File: config.mk
export PLATFORM = sky130hd
export DESIGN_NAME = rsnn_weight_loader
export DESIGN_NICKNAME = d
export VERILOG_FILES = /design/src/rtl/rsnn_pkg.sv /design/src/rtl/rsnn_weight_loader.sv
export SDC_FILE = /design/constraint.sdc
export NUM_CORES = 1
export LEC_CHECK = 0
export ABC_CLOCK_PERIOD_IN_PS = 1700
export CORE_MARGIN = 3
export CORE_UTILIZATION = 47
export DETAILED_ROUTE_END_ITERATION = 8
export GPL_ROUTABILITY_DRIVEN = 0
export PLACE_DENSITY = 0.75
export SYNTH_ARGS = -nofsm -noshare
export SYNTH_HDL_FRONTEND = slang
export SYNTH_SLANG_ARGS = --single-unit
export TNS_END_PERCENT = 100
File: constraint.sdc
create_clock -name clk -period 1.7 [get_ports clk]
set_input_delay 0.255 -clock clk [delete_from_list [all_inputs] [get_ports clk]]
set_output_delay 0.255 -clock clk [all_outputs]
set_load 0.02 [all_outputs]
File: src/rtl/rsnn_pkg.sv
// Shared definitions for the RSNN core: loader command bytes, loader FSM
// states and the weight-memory depth shared with the core.
package rsnn_pkg;

    localparam int unsigned NUM_WEIGHTS_DEFAULT = 64;

    localparam logic [7:0] CMD_WRITE = 8'hA5;
    localparam logic [7:0] CMD_DONE  = 8'h5A;
    localparam logic [7:0] CMD_CLR   = 8'hC3;

    typedef enum logic [1:0] {
        StIdle,
        StGetAddr,
        StGetCnt,
        StData
    } loader_state_e;

endpackage

File: src/rtl/rsnn_weight_loader.sv
// Byte-serial configuration front end: parses WRITE/DONE/CLR frames and
// issues registered write beats to the weight memory.
module rsnn_weight_loader
    import rsnn_pkg::*;
#(
    parameter int unsigned NUM_WEIGHTS = NUM_WEIGHTS_DEFAULT,
    parameter int unsigned ADDR_WIDTH  = $clog2(NUM_WEIGHTS),
    parameter int unsigned DATA_WIDTH  = 8
) (
    input  logic                  clk,
    input  logic                  rst_n,
    input  logic [7:0]            in_data,
    input  logic                  in_valid,
    input  logic                  abort,
    output logic                  mem_we,
    output logic [ADDR_WIDTH-1:0] mem_addr,
    output logic [DATA_WIDTH-1:0] mem_wdata,
    output logic                  busy,
    output logic                  cfg_done,
    output logic                  err
);

    loader_state_e         state_q, state_d;
    logic [ADDR_WIDTH-1:0] addr_q, addr_d;
    logic [7:0]            rem_q, rem_d;
    logic                  mem_we_q, mem_we_d;
    logic [ADDR_WIDTH-1:0] mem_addr_q, mem_addr_d;
    logic [DATA_WIDTH-1:0] mem_wdata_q, mem_wdata_d;
    logic                  cfg_done_q, cfg_done_d;
    logic                  err_q, err_d;

    // Next-state: interpret at most one byte per cycle; abort overrides it.
    always_comb begin
        state_d     = state_q;
        addr_d      = addr_q;
        rem_d       = rem_q;
        mem_we_d    = 1'b0;
        mem_addr_d  = mem_addr_q;
        mem_wdata_d = mem_wdata_q;
        cfg_done_d  = cfg_done_q;
        err_d       = err_q;

        if (abort) begin
            state_d = StIdle;
        end else if (in_valid) begin
            unique case (state_q)
                StIdle: begin
                    if (in_data == CMD_WRITE) begin
                        cfg_done_d = 1'b0;
                        state_d    = StGetAddr;
                    end else if (in_data == CMD_DONE) begin
                        cfg_done_d = 1'b1;
                    end else if (in_data == CMD_CLR) begin
                        err_d = 1'b0;
                    end else begin
                        err_d = 1'b1;
                    end
                end
                StGetAddr: begin
                    addr_d  = in_data[ADDR_WIDTH-1:0];
                    state_d = StGetCnt;
                end
                StGetCnt: begin
                    if (in_data == 8'd0) begin
                        err_d   = 1'b1;
                        state_d = StIdle;
                    end else begin
                        rem_d   = in_data;
                        state_d = StData;
                    end
                end
                StData: begin
                    mem_we_d    = 1'b1;
                    mem_addr_d  = addr_q;
                    mem_wdata_d = in_data[DATA_WIDTH-1:0];
                    addr_d      = addr_q + 1'b1;
                    rem_d       = rem_q - 8'd1;
                    if (rem_q == 8'd1) begin
                        state_d = StIdle;
                    end
                end
                default: state_d = StIdle;
            endcase
        end
    end

    // State and output registers, synchronous active-low reset.
    always_ff @(posedge clk) begin
        if (!rst_n) begin
            state_q     <= StIdle;
            addr_q      <= '0;
            rem_q       <= '0;
            mem_we_q    <= 1'b0;
            mem_addr_q  <= '0;
            mem_wdata_q <= '0;
            cfg_done_q  <= 1'b0;
            err_q       <= 1'b0;
        end else begin
            state_q     <= state_d;
            addr_q      <= addr_d;
            rem_q       <= rem_d;
            mem_we_q    <= mem_we_d;
            mem_addr_q  <= mem_addr_d;
            mem_wdata_q <= mem_wdata_d;
            cfg_done_q  <= cfg_done_d;
            err_q       <= err_d;
        end
    end

    assign mem_we    = mem_we_q;
    assign mem_addr  = mem_addr_q;
    assign mem_wdata = mem_wdata_q;
    assign busy      = (state_q != StIdle);
    assign cfg_done  = cfg_done_q;
    assign err       = err_q;

endmodule

==> impl_metrics.tcl, run 1 <==
set metrics [dict create \
    die_x_um 65.95 \
    grt_antenna_before_repair 0 \
    post-synth-top-area-cell "sky130_fd_sc_hd__dfxtp_1" \
    die_h_um 65.95 \
    max_slew.worst_pin.slew_ps 400.9 \
    tritoncts.num_buffers 5 \
    design_power_total_w 0.001343 \
    cts_max_path_buffers 2 \
    hold_ws_ps 323.3 \
    n_fill_cell 316 \
    drt_drc_violations_left 0 \
    grt_setup_unrepaired "no" \
    rr_worst_depth 4 \
    synth_sequential_area_ratio_pct 39.11 \
    cts_root_buf "sky130_fd_sc_hd__clkbuf_4" \
    syn-num-nets 226 \
    finalWorstSetupSlack_ps 61.64 \
    number_of_nets_in_the_layout 283 \
    synthDominantCellAreaShare_pct 39.11 \
    maxSlewViolCount 0 \
    num_io_pins 30 \
    die_footprint_um2 4349 \
    path_cells "clkdlybuf4s50_1 > or4_4 > o311ai_4 > buf_6 > a21o_1 > a21oi_2" \
    cp_top_family "buffers and inverters" \
    edff_count_synth 0 \
    std_cell_rows 21 \
    via_per_inst 5.463 \
    maxCapViolations 0 \
    ys_top_cells_by_area "sky130_fd_sc_hd__dfxtp_1 (39%), sky130_fd_sc_hd__nand2_1 (9.6%), sky130_fd_sc_hd__a21oi_1 (7.7%), sky130_fd_sc_hd__nor2_1 (3.1%), sky130_fd_sc_hd__and2_1 (2.6%)" \
    timing.critical_path.required_ps 1940 \
    clk_latency_worst_skew_pair_ps 350 \
    critical-path-slowest-cell "sky130_fd_sc_hd__or4_4" \
    skew_ps 7.449 \
    critical_path_cell_count 6 \
    syn_inst 211 \
    clk_pin_slew_ps 100 \
    ys_ff_latch 33 \
    mostFrequentLayoutCell "sky130_fd_sc_hd__nand2_1" \
    mappedNetlistArea_um2 1689 \
    critical_path.reg2reg.startpoint "state_q[1]$_SDFFE_PP0P_" \
    coreArea_um2 3390 \
    setup_viol 0 \
    wire_per_inst_um 14.36 \
    cellLeakagePower_nw 0.8457 \
    clock_sinks 33 \
    worst_setup_path_start_kind "input pin" \
    floorplan.initialDensity_pct 49.83 \
    detail-route-antenna-nets 0 \
    postCtsHoldBufs 0 \
    power_density_of_the_placed_cells_nw_per_um2 586.1 \
    flow.area_growth_from_synthesis_pct 35.63 \
    h-tree-depth 2 \
    synth_warnings 0 \
    layout_cells_sized_above_1_pct 18.22 \
    worst-setup-path-type "input pin to register" \
    async_flop_share_pct 0 \
    worst_setup_sp "in_data[0]" \
    detailedRoute.firstIterationViolations 148 \
    setup.worst_path.end "rem_q[5]$_SDFFE_PN0P_" \
    postSynthAreaPerCell_um2 8.005 \
    fin_crit_ps 1638 \
    sum_of_routed_wire_length_over_all_layers_um 4524 \
    largest_net_degree_at_the_start_of_global_routing 17 \
    synth_cell_type_count 49 \
    finalHoldViolations 0 \
    grt_overflow_total 0 \
    min-delay-path-class "input pin to register" \
    reg2reg_to "rem_q[4]$_SDFFE_PN0P_" \
    period_share_pct 96.37 \
    grt_pass1_wl_um 7527 \
    place_hpwl_um 3467 \
    largest_fanout_on_the_critical_path 8 \
    synthFlopType "sky130_fd_sc_hd__dfxtp_1" \
    fmax_mhz 610.4 \
    critPathCaptureType "register" \
    crit_arrival_ps 1880 \
    slowest_delay_ps 470 \
    max-slew-margin-rel_pct 72.58 \
    drt_pass1_iterations 4 \
    overall_via_count_from_detail_route 1721 \
    critical_path.n_buffers_inverters 2 \
    final_cell_mix "sky130_fd_sc_hd__nand2_1 (43), sky130_fd_sc_hd__dfxtp_1 (32), sky130_fd_sc_hd__buf_4 (29)" \
    run_status "finished clean" \
    antenna_cells_inserted 0 \
    place_worst_setup_slack_ps -429.8 \
    grt_pass1_vias 1605 \
    max-vdd-ir-drop_v 0.0004125 \
    post_cts_buffers 0 \
    postLayoutCoreUtil_pct 67.59 \
    cts_tree "yes" \
    timing.reg2reg.setup_slack_ps 230 \
    globalRouteTotalUtil_pct 22.96 \
    port_buffers 29 \
]
[cells in the mapped netlist (all sizes together), types with 2 or more instances]
cell type / n
o21ai: 10
o211ai: 3
and2b: 2
a311oi: 4
a21o: 2
o311ai: 2
inv: 4
clkbuf: 7
nor3: 4
o21a: 2
nand3: 5
o22ai: 2
nand2: 43
a21oi: 27
dfxtp: 33
buf: 4
nand4: 3
nor2b: 2
nor2: 14
or4: 3
ha: 3
nand2b: 3
o31ai: 3
a2111oi: 2
and2: 8
[routing by layer]
metal  up-vias  part of all wire (%)  wire length (µm)  track usage [%]
met2        49                    49              2234            39.42
li1        872                     -                 -                -
met4         0                   1.8                83            9.137
met3         8                   5.7               259            4.082
met5         -                     0                 0                0
met1       792                    43              1946            28.24
[registers in the layout, indices dropped and copies added (netlist names)]
| signal | cells |
|---|---|
| cfg_done | 1 |
| mem_wdata | 8 |
| rem_q | 8 |
| err | 1 |
| mem_we | 1 |
| state_q | 2 |
| addr_q | 6 |
| mem_addr | 6 |
[worst register-to-register path: stages (launching register included)]
cell	delay [ps]
sky130_fd_sc_hd__dfxtp_1	440
sky130_fd_sc_hd__and2_1	390
sky130_fd_sc_hd__and2_1	240
sky130_fd_sc_hd__a21oi_1	80
sky130_fd_sc_hd__o31ai_1	220
[metrics by stage]
stage,cells,instance area (µm²),TNS (ps)
final,315,2291,0
after detailed placement,307,2222,-4717
after floorplan,211,1689,0
after CTS,315,2280,0
after global routing,315,2291,0
after global placement,307,2222,-4289
[report_power, final]
group	total (W)	internal, W	switching (W)
combinational	0.000121	0.0000606	0.0000603
sequential	0.000776	0.000775	0.00000171
clock	0.000446	0.000156	0.000290
total	0.00134	0.000991	0.000352
[timing repair]
action | in CTS | in global routing
pin swaps | 6 | 3
setup endpoints to repair | 10 | 11
cloned | 0 | 0
gates resized for setup | 9 | 4
[worst min path at each step]
stage / from / endpoint / slack (ps) / cells past startpoint
after floorplan: in_valid / state_q[0]$_SDFFE_PP0P_ / 360 / 1
after global placement: mem_wdata[3]$_SDFFE_PN0P_ / mem_wdata[3]$_SDFFE_PN0P_ / 440 / 2
after detailed placement: mem_addr[1]$_SDFFE_PN0P_ / mem_addr[1]$_SDFFE_PN0P_ / 440 / 2
after CTS: in_data[5] / mem_wdata[5]$_SDFFE_PN0P_ / 420 / 4
after global routing: in_data[7] / mem_wdata[7]$_SDFFE_PN0P_ / 350 / 4
final: in_data[7] / mem_wdata[7]$_SDFFE_PN0P_ / 320 / 4
[cell families (layout without fill, tap and decap cells)]
| logic type | after synthesis | in the layout | share of synthesized area, % |
|---|---|---|---|
| simple gates | 93 | 93 | 26.82 |
| compound gates | 65 | 65 | 26.15 |
| flops | 33 | 33 | 39.11 |
| buf+inv | 16 | 74 | 5.111 |
| fa+ha+maj | 3 | 3 | 2.222 |
| mux | 1 | 1 | 0.5926 |
[final cells by class]
class,count,area (µm²),share of cell area (%)
multi-input combinational,162,948.4,41.40
clock inverter,3,17.52,0.7646
inverter,5,18.77,0.8192
tap,46,57.56,2.512
timing repair buffer,61,549.3,23.98
clock buffer,5,37.54,1.638
sequential,33,661.9,28.89
No activity file was read; power rests on OpenSTA's default activity.
==> run 2: changes to the inputs <==
Settings changed: CTS_BUF_LIST from default to sky130_fd_sc_hd__clkbuf_8 sky130_fd_sc_hd__clkbuf_16.
==> run 2 against run 1 <==
Compared with the run above:
- count of clock-buffer cells in the layout stayed put
- critical path depth is 1 lower
- critical endpoint is now state_q[1]$_SDFFE_PP0P_
- sequential power hardly changed
==> impl_metrics.tcl, run 2 (synthesized netlist as in run 1, its figures left out) <==
set metrics [dict create \
    worst-setup-path-type "input pin to register" \
    grt_antenna_before_repair 0 \
    skew_ps 2.297 \
    grt_pass1_wl_um 7603 \
    globalRouteTotalUtil_pct 23.03 \
    die_footprint_um2 4349 \
    max-slew-margin-rel_pct 74.99 \
    setup_viol 0 \
    max-vdd-ir-drop_v 0.0005543 \
    overall_via_count_from_detail_route 1739 \
    min-delay-path-class "input pin to register" \
    largest_fanout_on_the_critical_path 3 \
    cts_max_path_buffers 2 \
    tritoncts.num_buffers 5 \
    cellLeakagePower_nw 0.8629 \
    flow.area_growth_from_synthesis_pct 37.93 \
    cp_top_family "simple AND/OR/NAND/NOR gates" \
    finalHoldViolations 0 \
    detail-route-antenna-nets 0 \
    maxCapViolations 0 \
    num_io_pins 30 \
    drt_pass1_iterations 4 \
    power_density_of_the_placed_cells_nw_per_um2 636.3 \
    postCtsHoldBufs 0 \
    critical_path.n_buffers_inverters 1 \
    timing.critical_path.required_ps 1840 \
    grt_overflow_total 0 \
    finalWorstSetupSlack_ps 105.0 \
    max_slew.worst_pin.slew_ps 371.7 \
    critical-path-slowest-cell "sky130_fd_sc_hd__or4_4" \
    clk_latency_worst_skew_pair_ps 290 \
    cts_tree "yes" \
    largest_net_degree_at_the_start_of_global_routing 17 \
    cts_root_buf "sky130_fd_sc_hd__clkbuf_8" \
    place_hpwl_um 3467 \
    drt_drc_violations_left 0 \
    critPathCaptureType "register" \
    path_cells "dlygate4sd2_1 > or4_4 > or3_1 > o311ai_1 > a311oi_1" \
    std_cell_rows 21 \
    grt_setup_unrepaired "no" \
    detailedRoute.firstIterationViolations 115 \
    sum_of_routed_wire_length_over_all_layers_um 4574 \
    maxSlewViolCount 0 \
    clk_pin_slew_ps 70 \
    period_share_pct 93.83 \
    die_x_um 65.95 \
    coreArea_um2 3390 \
    slowest_delay_ps 570 \
    place_worst_setup_slack_ps -429.8 \
    floorplan.initialDensity_pct 49.83 \
    die_h_um 65.95 \
    post_cts_buffers 0 \
    fin_crit_ps 1595 \
    port_buffers 29 \
    layout_cells_sized_above_1_pct 18.59 \
    clock_sinks 33 \
    grt_pass1_vias 1622 \
    h-tree-depth 2 \
    final_cell_mix "sky130_fd_sc_hd__nand2_1 (43), sky130_fd_sc_hd__dfxtp_1 (32), sky130_fd_sc_hd__buf_4 (29)" \
    wire_per_inst_um 14.52 \
    worst_setup_path_start_kind "input pin" \
    design_power_total_w 0.001482 \
    via_per_inst 5.521 \
    number_of_nets_in_the_layout 283 \
    fmax_mhz 626.9 \
    crit_arrival_ps 1740 \
    run_status "finished clean" \
    mostFrequentLayoutCell "sky130_fd_sc_hd__nand2_1" \
    antenna_cells_inserted 0 \
]
[run 2: cell count changes in the layout (fill, tap and decap cells not counted), sizes merged]
cell / before / now
dlymetal6s2s: 2 / 1
clkdlybuf4s50: 22 / 20
dlygate4sd2: 5 / 7
clkdlybuf4s15: 0 / 1
[run 2: power breakdown]
group / leakage [nW] / internal, W / switching [W]
Clock: 0.0439 / 0.000282 / 0.000302
Combinational: 0.553 / 0.0000603 / 0.0000613
Sequential: 0.266 / 0.000775 / 0.00000171
Total: 0.863 / 0.00112 / 0.000365
[run 2: metrics by stage]
stage	area [µm²]	cells	utilization [%]	hold WS (ps)	TNS, ps
CTS	2316	315	68.33	454.6	0
global route	2330	315	68.73	435.4	0
global placement	2222	307	65.56	441.1	-4289
detailed placement	2222	307	65.56	444.6	-4717
finish	2330	315	68.73	409.8	0
floorplan	1689	211	-	362.2	0
[run 2: final timing paths]
path / startpoint / cells after the start / end / slack [ps]
setup / recovery: in_data[3] / 5 / state_q[1]$_SDFFE_PP0P_ / 100
setup reg to reg: state_q[1]$_SDFFE_PP0P_ / 4 / rem_q[4]$_SDFFE_PN0P_ / 250
hold reg to reg: mem_addr[1]$_SDFFE_PN0P_ / 2 / mem_addr[1]$_SDFFE_PN0P_ / 450
hold / removal: in_data[7] / 4 / mem_wdata[7]$_SDFFE_PN0P_ / 410
[run 2: final cells by class]
type,count,area (µm²)
Clock inverter,3,17.52
Multi-Input combinational cell,162,960.9
Tap cell,46,57.56
Clock buffer,5,68.82
Sequential cell,33,661.9
Inverter,5,18.77
Timing Repair Buffer,61,544.3
Fill cell,307,1060
[run 2: routing by layer]
metal,track usage (%),share of wire [%]
met4,8.376,1.8
met3,4.082,6.1
met5,0,0
met2,39.80,51
met1,28.45,41
[run 2: repair_timing]
item,in CTS,in global routing
resized for setup,14,4
pin swaps,6,3
hold endpoints to repair,0,0
setup endpoints to repair,12,10
[run 2: worst reg2reg max path, cell delays in order, from the launching register on]
cell and delay (ps):
sky130_fd_sc_hd__dfxtp_1 430, sky130_fd_sc_hd__and2_1 390, sky130_fd_sc_hd__and2_1 250, sky130_fd_sc_hd__a21oi_1 90
sky130_fd_sc_hd__o31ai_1 210
